`src/rtl/exec_unit.sv`:
```
`default_nettype none
// ============================================================================
// Module   : exec_unit
// Brief    : Execute/writeback stage around a combinational 8-bit ALU.
//            A registered issue stage reads operands from an internal
//            register file and drives the ALU. The next edge writes the
//            result back and latches the zero and carry flags.
//            Optional macro EXEC_UNIT_FWD_EN forwards the in-flight ALU
//            result to the issuing instruction. Without it the unit stalls
//            one cycle on a read-after-write hazard.
// Revision : 1.0 - initial release
// ============================================================================
module exec_unit #(
    parameter int REG_AW = 2
) (
    input  logic              clk,
    input  logic              rst_n,
    input  logic              in_valid,
    output logic              in_ready,
    input  logic [2:0]        in_op,
    input  logic [REG_AW-1:0] in_rd,
    input  logic [REG_AW-1:0] in_rs,
    input  logic              in_use_imm,
    input  logic [7:0]        in_imm,
    output logic [7:0]        alu_a,
    output logic [7:0]        alu_b,
    output logic [2:0]        alu_op,
    input  logic [7:0]        alu_result,
    input  logic              alu_z,
    input  logic              alu_c,
    output logic              z_flag,
    output logic              c_flag,
    output logic              wb_valid,
    output logic [REG_AW-1:0] wb_addr,
    output logic [7:0]        wb_data,
    input  logic [REG_AW-1:0] dbg_addr,
    output logic [7:0]        dbg_data
);

    localparam int NREG = 1 << REG_AW;

    logic [7:0]        r_regs [NREG];
    logic [7:0]        r_alu_a;
    logic [7:0]        r_alu_b;
    logic [2:0]        r_alu_op;
    logic [REG_AW-1:0] r_ex_rd;
    logic              r_ex_valid;
    logic              r_z;
    logic              r_c;
    logic              r_wb_valid;
    logic [REG_AW-1:0] r_wb_addr;
    logic [7:0]        r_wb_data;

    logic              w_rd_hit;
    logic              w_rs_hit;
    logic [7:0]        w_op_a;
    logic [7:0]        w_op_b;
    logic              w_ready;
    logic              w_accept;

    // Detect sources that name the register being written back at the next edge.
    always_comb begin
        w_rd_hit = r_ex_valid && (in_rd == r_ex_rd);
        w_rs_hit = r_ex_valid && !in_use_imm && (in_rs == r_ex_rd);
    end

`ifdef EXEC_UNIT_FWD_EN
    // Operand select with bypass: the in-flight ALU result replaces the stale register value.
    always_comb begin
        w_op_a  = w_rd_hit ? alu_result : r_regs[in_rd];
        w_op_b  = in_use_imm ? in_imm : (w_rs_hit ? alu_result : r_regs[in_rs]);
        w_ready = 1'b1;
    end
`else
    // Operand select without bypass: stall while a source is still being written.
    always_comb begin
        w_op_a  = r_regs[in_rd];
        w_op_b  = in_use_imm ? in_imm : r_regs[in_rs];
        w_ready = !(w_rd_hit || w_rs_hit);
    end
`endif

    assign w_accept = in_valid && w_ready;

    // Issue stage: latch ALU operands and destination on accept, otherwise hold them.
    always_ff @(posedge clk or negedge rst_n) begin
        if (!rst_n) begin
            r_alu_a    <= 8'h00;
            r_alu_b    <= 8'h00;
            r_alu_op   <= 3'b000;
            r_ex_rd    <= '0;
            r_ex_valid <= 1'b0;
        end else begin
            r_ex_valid <= w_accept;
            if (w_accept) begin
                r_alu_a  <= w_op_a;
                r_alu_b  <= w_op_b;
                r_alu_op <= in_op;
                r_ex_rd  <= in_rd;
            end
        end
    end

    // Writeback stage: flags and the writeback report follow the executing instruction.
    always_ff @(posedge clk or negedge rst_n) begin
        if (!rst_n) begin
            r_z        <= 1'b0;
            r_c        <= 1'b0;
            r_wb_valid <= 1'b0;
            r_wb_addr  <= '0;
            r_wb_data  <= 8'h00;
        end else begin
            r_wb_valid <= r_ex_valid;
            if (r_ex_valid) begin
                r_z       <= alu_z;
                r_c       <= alu_c;
                r_wb_addr <= r_ex_rd;
                r_wb_data <= alu_result;
            end
        end
    end

    generate
        for (genvar i = 0; i < NREG; i++) begin : g_reg
            localparam logic [REG_AW-1:0] c_idx = i;
            // Register entry: written when the executing instruction targets it.
            always_ff @(posedge clk or negedge rst_n) begin
                if (!rst_n) begin
                    r_regs[i] <= 8'h00;
                end else if (r_ex_valid && (r_ex_rd == c_idx)) begin
                    r_regs[i] <= alu_result;
                end
            end
        end
    endgenerate

    assign in_ready = w_ready;
    assign alu_a    = r_alu_a;
    assign alu_b    = r_alu_b;
    assign alu_op   = r_alu_op;
    assign z_flag   = r_z;
    assign c_flag   = r_c;
    assign wb_valid = r_wb_valid;
    assign wb_addr  = r_wb_addr;
    assign wb_data  = r_wb_data;
    assign dbg_data = r_regs[dbg_addr];

endmodule
`default_nettype wire

```
`config.mk`:
```
export PLATFORM = sky130hd
export DESIGN_NAME = exec_unit
export DESIGN_NICKNAME = d
export VERILOG_FILES = /design/src/rtl/exec_unit.sv
export SDC_FILE = /design/constraint.sdc
export NUM_CORES = 1
export LEC_CHECK = 0
export CORE_ASPECT_RATIO = 2
export CORE_MARGIN = 4
export CORE_UTILIZATION = 50
export CTS_BUF_LIST = sky130_fd_sc_hd__clkbuf_4 sky130_fd_sc_hd__clkbuf_8
export DETAILED_ROUTE_END_ITERATION = 7
export PLACE_DENSITY = 0.79
export RECOVER_POWER = 50
export SLEW_MARGIN = 20
export SYNTH_ARGS = -nofsm -noshare
export SYNTH_HDL_FRONTEND = slang
export SYNTH_SLANG_ARGS = --single-unit
```
`constraint.sdc`:
```
create_clock -name clk -period 2.6 [get_ports clk]
set_input_delay 0.52 -clock clk [delete_from_list [all_inputs] [get_ports clk]]
set_output_delay 0.52 -clock clk [all_outputs]
set_load 0.05 [all_outputs]
```
## Yosys cells after proc, flatten, opt, wreduce, memory -nomap -nowiden

Index checks and enable logic that the tools add are counted.

- Word-level logic and storage cells: 47
- Bits in latches: 0
- Register bits: 67
- Memories: 0
- RAM bits: 0
- Bits of input ports: 31
- Bits in read-only memories: 0
- Output and inout port bits: 41

- Div/mod/pow operators: 0
- Eq/ne operators: 5
- Mux-type cells: 10
- Magnitude comparators: 3
- $add $sub $neg: 0
- $mul: 0
- Reductions and logical operators: 12
- Bitwise gates (word level): 3
- Shift operators: 0

Operators with widths:

| operator | number |
|---|---|
| two-way mux 8 bit | 7 |
| binary-select mux 8 bit (select 2 bit) | 3 |
| >= comparator 3 bit, second input constant | 3 |
| NOT 2 -> 3 bit | 3 |
| logical AND 1 bit | 8 |
| == test 2 bit | 2 |
| == test 2 bit, second input constant | 2 |
| == test 2 x 1 -> 1 bit, second input constant | 1 |
| zero test 1 bit | 2 |
| zero test 2 bit | 1 |
| logical OR 1 bit | 1 |

## Depth between registers and ports, before layout

Gate-level depths: netlist (run 1).

- Word-level depth: 6
- Mapped depth: 6
- Gate-level depth less buffers: 4

## Least setup slack after synthesis (run 1)

No wires, ideal clock.

- Kind: input port to output port
- From: in in_rs[0]
- To: out in_ready
- Path buffers: 1
- Arrival: 1.664 ns
- Stages on the path: 4
- Path slack: 0.416 ns
- Data required time: 2.080 ns
- Cell sequence: buf_6 -> xor2_1 -> nor3_1 -> nor2_1

- Longest elaborated chain between the ends: 4

Ends and longest elaborated chain:

| what | RTL line | source |
|---|---|---|
| start, declared | 22 | `input logic [REG_AW-1:0] in_rs,` |
| == test 2 bit | 64 | `w_rs_hit = r_ex_valid && !in_use_imm && (in_rs == r_ex_rd);` |
| logical AND 1 bit | 64 |  |
| logical OR 1 bit | 79 | `w_ready = !(w_rd_hit \|\| w_rs_hit);` |
| zero test 1 bit | 79 |  |
| end, declared | 19 | `output logic in_ready,` |

No other way between the ends.

## Worst setup path after layout (run 1)

- From: in dbg_addr[0]
- To: out dbg_data[3]

- Longest elaborated chain between the ends: 4

Ends and longest elaborated chain:

| what | RTL line | source |
|---|---|---|
| start, declared | 36 | `input logic [REG_AW-1:0] dbg_addr,` |
| NOT 2 -> 3 bit (not written as such) | 146 | `assign dbg_data = r_regs[dbg_addr];` |
| binary-select mux 8 bit (select 2 bit) | 146 |  |
| two-way mux 8 bit (not written as such) (2 in series) | 146 |  |
| end, declared | 37 | `output logic [7:0] dbg_data` |

No other way between the ends. The select of a mux whose other input is x is not followed.

==> impl_metrics.toml, run 1 <==
[drt]
drtIter0Drc = 107
drt.antenna.violating_nets = 0
drtPass1Iterations = 4
viasPerCell = 5.573
totalWireLength_um = 7523
routedWlPerCell_um = 19.59
drc = 0
route.vias.total = 2140

[clock_network]
hold_buffers = 0
root_buffer = "clkbuf_8"
numCtsBuffers = 9
cts_tree = "built"
insertion_delay_ns = 0.34
cts.sinks = 67
cts.clk_slew.worst_paths_ns = 0.07
htree_levels = 3
post_cts_resize_count = 0
cts.path.max_buffers = 2
post_cts_buffers = 0

[worst_setup_path]
regToRegSetupSlack_ns = 0.32
critical_path_class = "primary input to primary output"
worst_r2r_path_depth = 3
start_kind = "primary input"
path_max_fanout = 8
crit_chain = "clkdlybuf4s50_1, buf_12, mux4_2, buf_4"
end_kind = "primary output"
cp_top_family = "buffers and inverters"
timing.rr.end = "r_regs[31]$_DFFE_PN0P_"
crit_slowest_cell = "mux4_2"
r2r_start = "r_ex_valid$_DFF_PN0_"
cp.arrival_ns = 1.90
critPathBufInv = 3
slowest_delay_ns = 0.51
critPathRequiredTime_ns = 2.08

[power]
powerDensity_nw_per_um2 = 1125
p_leak_uw = 0.001860
ir_worst_vdd_v = 0.0004559

[cells_and_area]
synthToLayoutAreaGrowth_pct = 31.23
n_fill_cell = 491
finalInstanceArea_sq_um = 4427
drive_above_1_share_pct = 43.92
fin_cells = 384
layout.nets = 323
num_antenna_cells = 0

[floorplanning]
die-area_sq_um = 8204
start_util_pct = 51.35
rows = 42
io_pins = 72
die_h_um = 124.2
die_w_um = 66.08
core-area_sq_um = 6569

[yosys]
yosysSeqAreaShare_pct = 49.70
synth_area_leader_cell = "dfrtp_1"
synth_top_area_share_pct = 49.70
syn_nets = 242
yosys_register_bits = 67
ys_types = 25
netlist_area_sq_um = 3373
yosysWarnings = 0
syn_avg_cell_area_sq_um = 15.99
synthCells = 211
synthTopCellsByArea = "dfrtp_1, mux2_2, mux4_2, mux2_4, a221o_1"

[placement]
dpl_cell_area_sq_um = 4197
numPortBuffers = 71
dpl_worst_slack_ns = 0.1764
place.gp.congestion = 0.8523
place_hpwl_um = 5710
dp.cells = 369

[sta]
worst-slew-pin-transition_ns = 1.604
clock_skew_ns = 0.005902
min_period_ns = 2.420
finalHoldViolations = 0
hold_ws_ns = 0.5107
slew_violations = 68
setup_viol = 0
grt_setup_unrepaired = "false"
maxSlewHeadroom_pct = -6.964
layout_setup_ws_ns = 0.1797
fin_tns_setup_ns = 0
fin_crit_sh_pct = 93.09
fmax_ghz = 0.4132

[grt]
antenna_found_initial = 0
grt_pass1_vias = 2250
overflow = 0
grt_max_degree = 68
grt_usage_pct = 19.95
grt_pass1_wl_um = 11850

[status]
failed_checks = "max-capacitance violations, max-slew violations"
status = "finished with violations"

[hold_path]
min_to = "z_flag$_DFFE_PN0P_"
hp-class = "register to register"
hold_depth = 1
min_from = "z_flag$_DFFE_PN0P_"

[run]
cap_violations = 1
registers in the layout, summed over array words and instances, names as in the netlist:
signal and flops:
alu_a 8, alu_b 8, alu_op 3, c_flag 1, r_ex_rd 2, r_ex_valid 1
r_regs 32, wb_addr 2, wb_data 8, wb_valid 1, z_flag 1
synth_stat cells:
library cell / count
buf_1: 3
nor2_1: 1
buf_2: 5
mux2_1: 1
buf_6: 4
dfrtp_1: 67
buf_12: 1
nor3b_2: 1
nor2_2: 1
mux2_4: 19
nand3_1: 1
o31ai_4: 1
buf_4: 2
nand2b_1: 1
mux2_2: 53
and3_1: 1
xnor2_1: 2
mux2i_1: 8
xor2_1: 2
nor2b_1: 1
a221o_1: 8
nand3b_1: 2
nor3_1: 9
mux4_2: 16
clkbuf_1: 1
metal layers:
| layer | vias up | track usage, % | wire length (um) |
|---|---|---|---|
| li1 | 962 | - | - |
| met1 | 1111 | 22.60 | 2736 |
| met2 | 54 | 35.03 | 4316 |
| met3 | 13 | 5.144 | 314 |
| met4 | 0 | 8.015 | 155 |
| met5 | - | 0 | 0 |
how the worst max path moves through the flow:
stage | slack (ns) | depth (start not counted) | from | to
floorplan | 0.42 | 4 | in_rs[0] | in_ready
global placement | 0.19 | 4 | dbg_addr[0] | dbg_data[3]
detailed placement | 0.18 | 4 | dbg_addr[0] | dbg_data[3]
CTS | 0.18 | 4 | dbg_addr[0] | dbg_data[3]
global route | 0.14 | 4 | dbg_addr[0] | dbg_data[3]
finish | 0.18 | 4 | dbg_addr[0] | dbg_data[3]
layout make-up:
type,count,area [sq um],area share (%)
Clock buffer,11,151.4,3.420
Sequential cell,67,1677,37.87
Timing Repair Buffer,86,814.5,18.40
Clock inverter,4,97.59,2.205
Multi-Input combinational cell,128,1577,35.61
Tap cell,88,110.1,2.487
worst reg2reg max path, cell delays in order (launching register included):
cell and delay, ns:
dfrtp_1 0.45, clkbuf_1 0.63, nor3b_2 0.68, mux2_2 0.41
placed cells by master (no fill, tap or decap), types with 2 or more instances in the layout:
master,Yosys,layout
dfrtp_1,67,67
clkdlybuf4s50_1,0,61
mux2_2,53,53
buf_4,2,20
mux2_4,19,19
mux4_2,16,16
clkbuf_8,0,11
nor3_1,9,9
mux2i_1,8,8
a221o_1,8,8
bufinv_16,0,3
xor2_1,2,2
xnor2_1,2,2
nand3b_1,2,2
buf_12,1,2
kinds of logic (layout without fill, tap and decap cells):
logic type	Yosys count	in the layout	share of synthesized area (%)
muxes	97	97	39.54
DFF	67	67	49.70
and+or+nand+nor	18	18	3.153
buffers and inverters	16	101	3.560
AOI/OAI and AO/OA	9	9	3.005
xor gates and xnor gates	4	4	1.039
where the power goes:
part	switching (uW)	internal (uW)
clock	379	684
sequential	333	1410
combinational	1160	1020
total	1870	3110
stage by stage:
stage	power [uW]	utilization [%]
after global routing	5200	67.39
final	4979	67.39
after global placement	3887	63.89
after CTS	5024	67.68
after floorplan	3232	-
after detailed placement	3943	63.89
Power figures use the tool's default switching activity.
==> run 2: changes to the inputs <==
Settings changed: CORE_UTILIZATION 50 to 40, PLACE_DENSITY 0.79 to 0.65, SLEW_MARGIN 20 to not set.
==> run 2 against run 1 <==
The run now ends clean. Critical path depth unchanged. Setup slack better by 0.0092 ns. Register-to-register slack better by 0.21 ns. Largest cell class unchanged. Design area up 0.11%. Maximum frequency up 0.38%. Cell count up 2.6%. Sequential share of layout area about the same. Sequential power about the same. Largest power group unchanged. Global-route usage down 2.9 points. Clock skew about the same. Die area up 23%.
==> impl_metrics.toml, run 2 (synthesized netlist as in run 1, its figures left out) <==
[status]
status = "complete, no violations"

[grt]
grt_max_degree = 47
antenna_found_initial = 0
overflow = 0
grt_pass1_wl_um = 12520
grt_pass1_vias = 2335
grt_usage_pct = 17.07

[clock_network]
cts.sinks = 67
cts_tree = "built"
numCtsBuffers = 9
root_buffer = "clkbuf_8"
post_cts_buffers = 0
cts.path.max_buffers = 2
htree_levels = 3
cts.clk_slew.worst_paths_ns = 0.07
post_cts_resize_count = 0
insertion_delay_ns = 0.36
hold_buffers = 0

[worst_setup_path]
worst_r2r_path_depth = 3
regToRegSetupSlack_ns = 0.53
r2r_start = "r_ex_valid$_DFF_PN0_"
critPathRequiredTime_ns = 2.08
cp.arrival_ns = 1.89
end_kind = "primary output"
path_max_fanout = 8
start_kind = "primary input"
timing.rr.end = "r_regs[17]$_DFFE_PN0P_"
critical_path_class = "primary input to primary output"

[hold_path]
hp-class = "primary input to async pin"

[floorplanning]
die_h_um = 137.9
start_util_pct = 40.97
io_pins = 72
die_w_um = 72.94
rows = 47
core-area_sq_um = 8233
die-area_sq_um = 10060

[sta]
layout_setup_ws_ns = 0.1889
min_period_ns = 2.411
grt_setup_unrepaired = "false"
worst-slew-pin-transition_ns = 1.191
clock_skew_ns = 0.005952
fin_tns_setup_ns = 0
fmax_ghz = 0.4147
slew_violations = 0
fin_crit_sh_pct = 92.73
hold_ws_ns = 0.3901
setup_viol = 0
maxSlewHeadroom_pct = 20.60
finalHoldViolations = 0

[drt]
drtPass1Iterations = 4
drc = 0
totalWireLength_um = 7760
drt.antenna.violating_nets = 0
viasPerCell = 5.345
drtIter0Drc = 73
routedWlPerCell_um = 19.70
route.vias.total = 2106

[cells_and_area]
num_antenna_cells = 0
layout.nets = 322
top_register = "r_regs"
n_fill_cell = 749
finalInstanceArea_sq_um = 4432
drive_above_1_share_pct = 43.24
largest_reg_flops = 32
synthToLayoutAreaGrowth_pct = 31.38
final_cell_mix = "dfrtp_1, clkdlybuf4s50_1, mux2_2"
final_common_cell = "dfrtp_1"

[run]
cap_violations = 0

[placement]
numPortBuffers = 71
dpl_worst_slack_ns = 0.1782
dpl_cell_area_sq_um = 4214
place.gp.congestion = 0.8667
place_hpwl_um = 6030

[power]
p_leak_uw = 0.001853
ir_worst_vdd_v = 0.0003933
powerDensity_nw_per_um2 = 1107
run 2: layer usage:
layer | track usage [%] | share of wire, % | wire length, um | vias to the layer above
met4 | 8.111 | 3.1 | 243 | 0
met5 | 0 | 0 | 0 | -
li1 | - | - | - | 968
met2 | 29.43 | 54 | 4229 | 59
met3 | 5.080 | 4.3 | 337 | 17
met1 | 18.84 | 38 | 2949 | 1062
run 2: worst max-delay path by stage:
stage	start	endpoint	slack [ns]	cells after the start
2_1_floorplan	in_rs[0]	in_ready	0.42	4
3_3_place_gp	dbg_addr[0]	dbg_data[2]	0.19	4
3_5_place_dp	dbg_addr[0]	dbg_data[2]	0.18	4
4_1_cts	dbg_addr[0]	dbg_data[2]	0.18	4
5_1_grt	dbg_addr[0]	dbg_data[2]	0.15	4
6_report	dbg_addr[0]	dbg_data[2]	0.19	4
run 2: critical path: stages:
cell and delay, ns:
clkdlybuf4s50_1 0.50, buf_12 0.15, mux4_2 0.50, buf_4 0.21
run 2: stage by stage:
step	util, %	instances	total power [uW]
2_1_floorplan	-	211	3232
3_3_place_gp	51.19	378	3908
3_5_place_dp	51.19	378	3947
4_1_cts	54.06	394	4969
5_1_grt	53.83	394	5147
6_report	53.83	394	4906
run 2: layout make-up:
type | count | area, sq um | share of cell area [%]
timing repair buffer | 85 | 833.3 | 18.80
tap | 98 | 122.6 | 2.767
clock inverter | 5 | 85.08 | 1.920
sequential | 67 | 1677 | 37.83
multi-input combinational | 128 | 1563 | 35.26
clock buffer | 11 | 151.4 | 3.416
run 2: power breakdown:
group / internal, uW / switching (uW) / total (uW)
logic: 1020 / 1150 / 2170
clock network: 595 / 406 / 1000
registers: 1410 / 329 / 1740
total: 3020 / 1880 / 4910
==> run 3: changes to the inputs <==
Settings changed: CORE_ASPECT_RATIO 2 to 0.7, SLEW_MARGIN set to 20.
Clock period 2.6 ns to 2.3 ns, I/O delays scaled along.
==> run 3 against run 2 <==
Sequential cell count unchanged. Critical path type unchanged. Hold slack got worse by 0.039 ns. Clock power decreased by 15%. Non-clock buffer count increased by 8. Die area decreased by 0.66%. Count of clock-buffer cells in the layout unchanged. Combinational power increased by 16%. Setup slack got worse by 0.051 ns.
==> impl_metrics.toml, run 3 (synthesized netlist as in run 1, its figures left out) <==
[drt]
totalWireLength_um = 8112
drtPass1Iterations = 4
drtIter0Drc = 100
route.vias.total = 2174
drc = 0
routedWlPerCell_um = 20.13
viasPerCell = 5.395
drt.antenna.violating_nets = 0

[sta]
fin_crit_sh_pct = 93.99
fmax_ghz = 0.4626
finalHoldViolations = 0
min_period_ns = 2.162
setup_viol = 0
clock_skew_ns = 0.005525
maxSlewHeadroom_pct = 19.73
slew_violations = 0
layout_setup_ws_ns = 0.1382
worst-slew-pin-transition_ns = 1.204
grt_setup_unrepaired = "false"

[placement]
place.gp.congestion = 0.7542
dp.cells = 389
dpl_cell_area_sq_um = 4290
numPortBuffers = 71
dpl_worst_slack_ns = -0.05893
place_hpwl_um = 6102

[floorplanning]
io_pins = 72
die_h_um = 84.83
core-area_sq_um = 8040
die-area_sq_um = 9990
die_w_um = 117.8
rows = 27
start_util_pct = 41.95

[cells_and_area]
finalInstanceArea_sq_um = 4444
fin_cells = 403
final_common_cell = "dfrtp_1"
synthToLayoutAreaGrowth_pct = 31.75
largest_reg_flops = 32
final_util_pct = 55.28
drive_above_1_share_pct = 44.70
top_register = "r_regs"
num_antenna_cells = 0
n_fill_cell = 671
layout.nets = 330
final_cell_mix = "dfrtp_1, clkdlybuf4s50_1, mux2_2"

[worst_setup_path]
critPathRequiredTime_ns = 1.84
r2r_start = "r_ex_valid$_DFF_PN0_"
timing.rr.end = "r_regs[24]$_DFFE_PN0P_"
worstSetupStartpoint = "in_rs[0]"
cp.arrival_ns = 1.70
start_kind = "primary input"
slowest_delay_ns = 0.45
worst_r2r_path_depth = 3
crit_slowest_cell = "clkdlybuf4s50_1"
path_max_fanout = 2
end_kind = "primary output"
regToRegSetupSlack_ns = 0.46
crit_chain = "clkdlybuf4s50_1, xor2_1, buf_4, nor3_1, nor2_2, buf_12"
critical_path_class = "primary input to primary output"

[power]
intPower_uw = 3190
seqPwrFrac_pct = 36.7
combPwrFrac_pct = 47.3
ir_worst_vdd_v = 0.0005006
p_leak_uw = 0.001869
powerDensity_nw_per_um2 = 1195
power_uw = 5310
power.switching_uw = 2120
p_sw_share_pct = 39.92
clockPowerShare_pct = 15.9

[run]
cap_violations = 0

[clock_network]
htree_levels = 3
insertion_delay_ns = 0.34
cts.sinks = 67
cts.clk_slew.worst_paths_ns = 0.06
root_buffer = "clkbuf_8"
post_cts_buffers = 0
cts_tree = "built"
cts.path.max_buffers = 2
numCtsBuffers = 9

[grt]
grt_usage_pct = 17.08
grt_pass1_vias = 2338
grt_pass1_wl_um = 13100
antenna_found_initial = 0
grt_max_degree = 32
overflow = 0

[status]
status = "complete, no violations"

[hold_path]
hp-class = "primary input to async pin"
run 3: power by group through the flow:
stage,Combinational [uW],Clock [uW],Sequential [uW]
6_report,2510,847,1950
3_3_place_gp,2500,0,1960
2_1_floorplan,1190,0,2460
5_1_grt,2630,941,2010
4_1_cts,2540,891,1940
3_5_place_dp,2530,0,1970
run 3: worst max-delay path by stage:
stage                   to
5_1_grt           in_ready
6_report          in_ready
4_1_cts           in_ready
3_3_place_gp   dbg_data[0]
2_1_floorplan     in_ready
3_5_place_dp   dbg_data[0]
run 3: per-stage QoR:
stage          hold WS, ns  setup TNS (ns)
2_1_floorplan       0.1644               0
4_1_cts            0.09847               0
3_3_place_gp        0.4688         -0.4727
3_5_place_dp        0.4720         -0.3846
5_1_grt             0.4409               0
6_report            0.3514               0
run 3: layout make-up:
class	instances	area [sq um]	area share, %
sequential	67	1677	37.73
multi-input combinational	128	1582	35.59
timing repair buffer	93	893.4	20.10
clock buffer	11	151.4	3.407
tap	101	126.4	2.843
clock inverter	3	15.01	0.3378
run 3: critical path: cells and delay by family:
family / cells / cell delay [ns]
AND/OR/NAND/NOR: 2 / 0.31
buffers and inverters: 3 / 0.76
XOR/XNOR: 1 / 0.17
run 3: what timing repair did:
| action | 4_1_cts | 5_1_grt |
|---|---|---|
| resized for setup | 3 | 2 |
| hold buffers | 0 | 0 |
| endpoints found under the setup margin | 8 | 1 |
run 3: routing by layer:
metal	track usage (%)	share of wire, %	vias up
met4	6.383	1.8	0
met2	24.56	43	86
met5	0	0	-
met1	24.70	48	1094
met3	4.797	7.0	13
li1	-	-	981
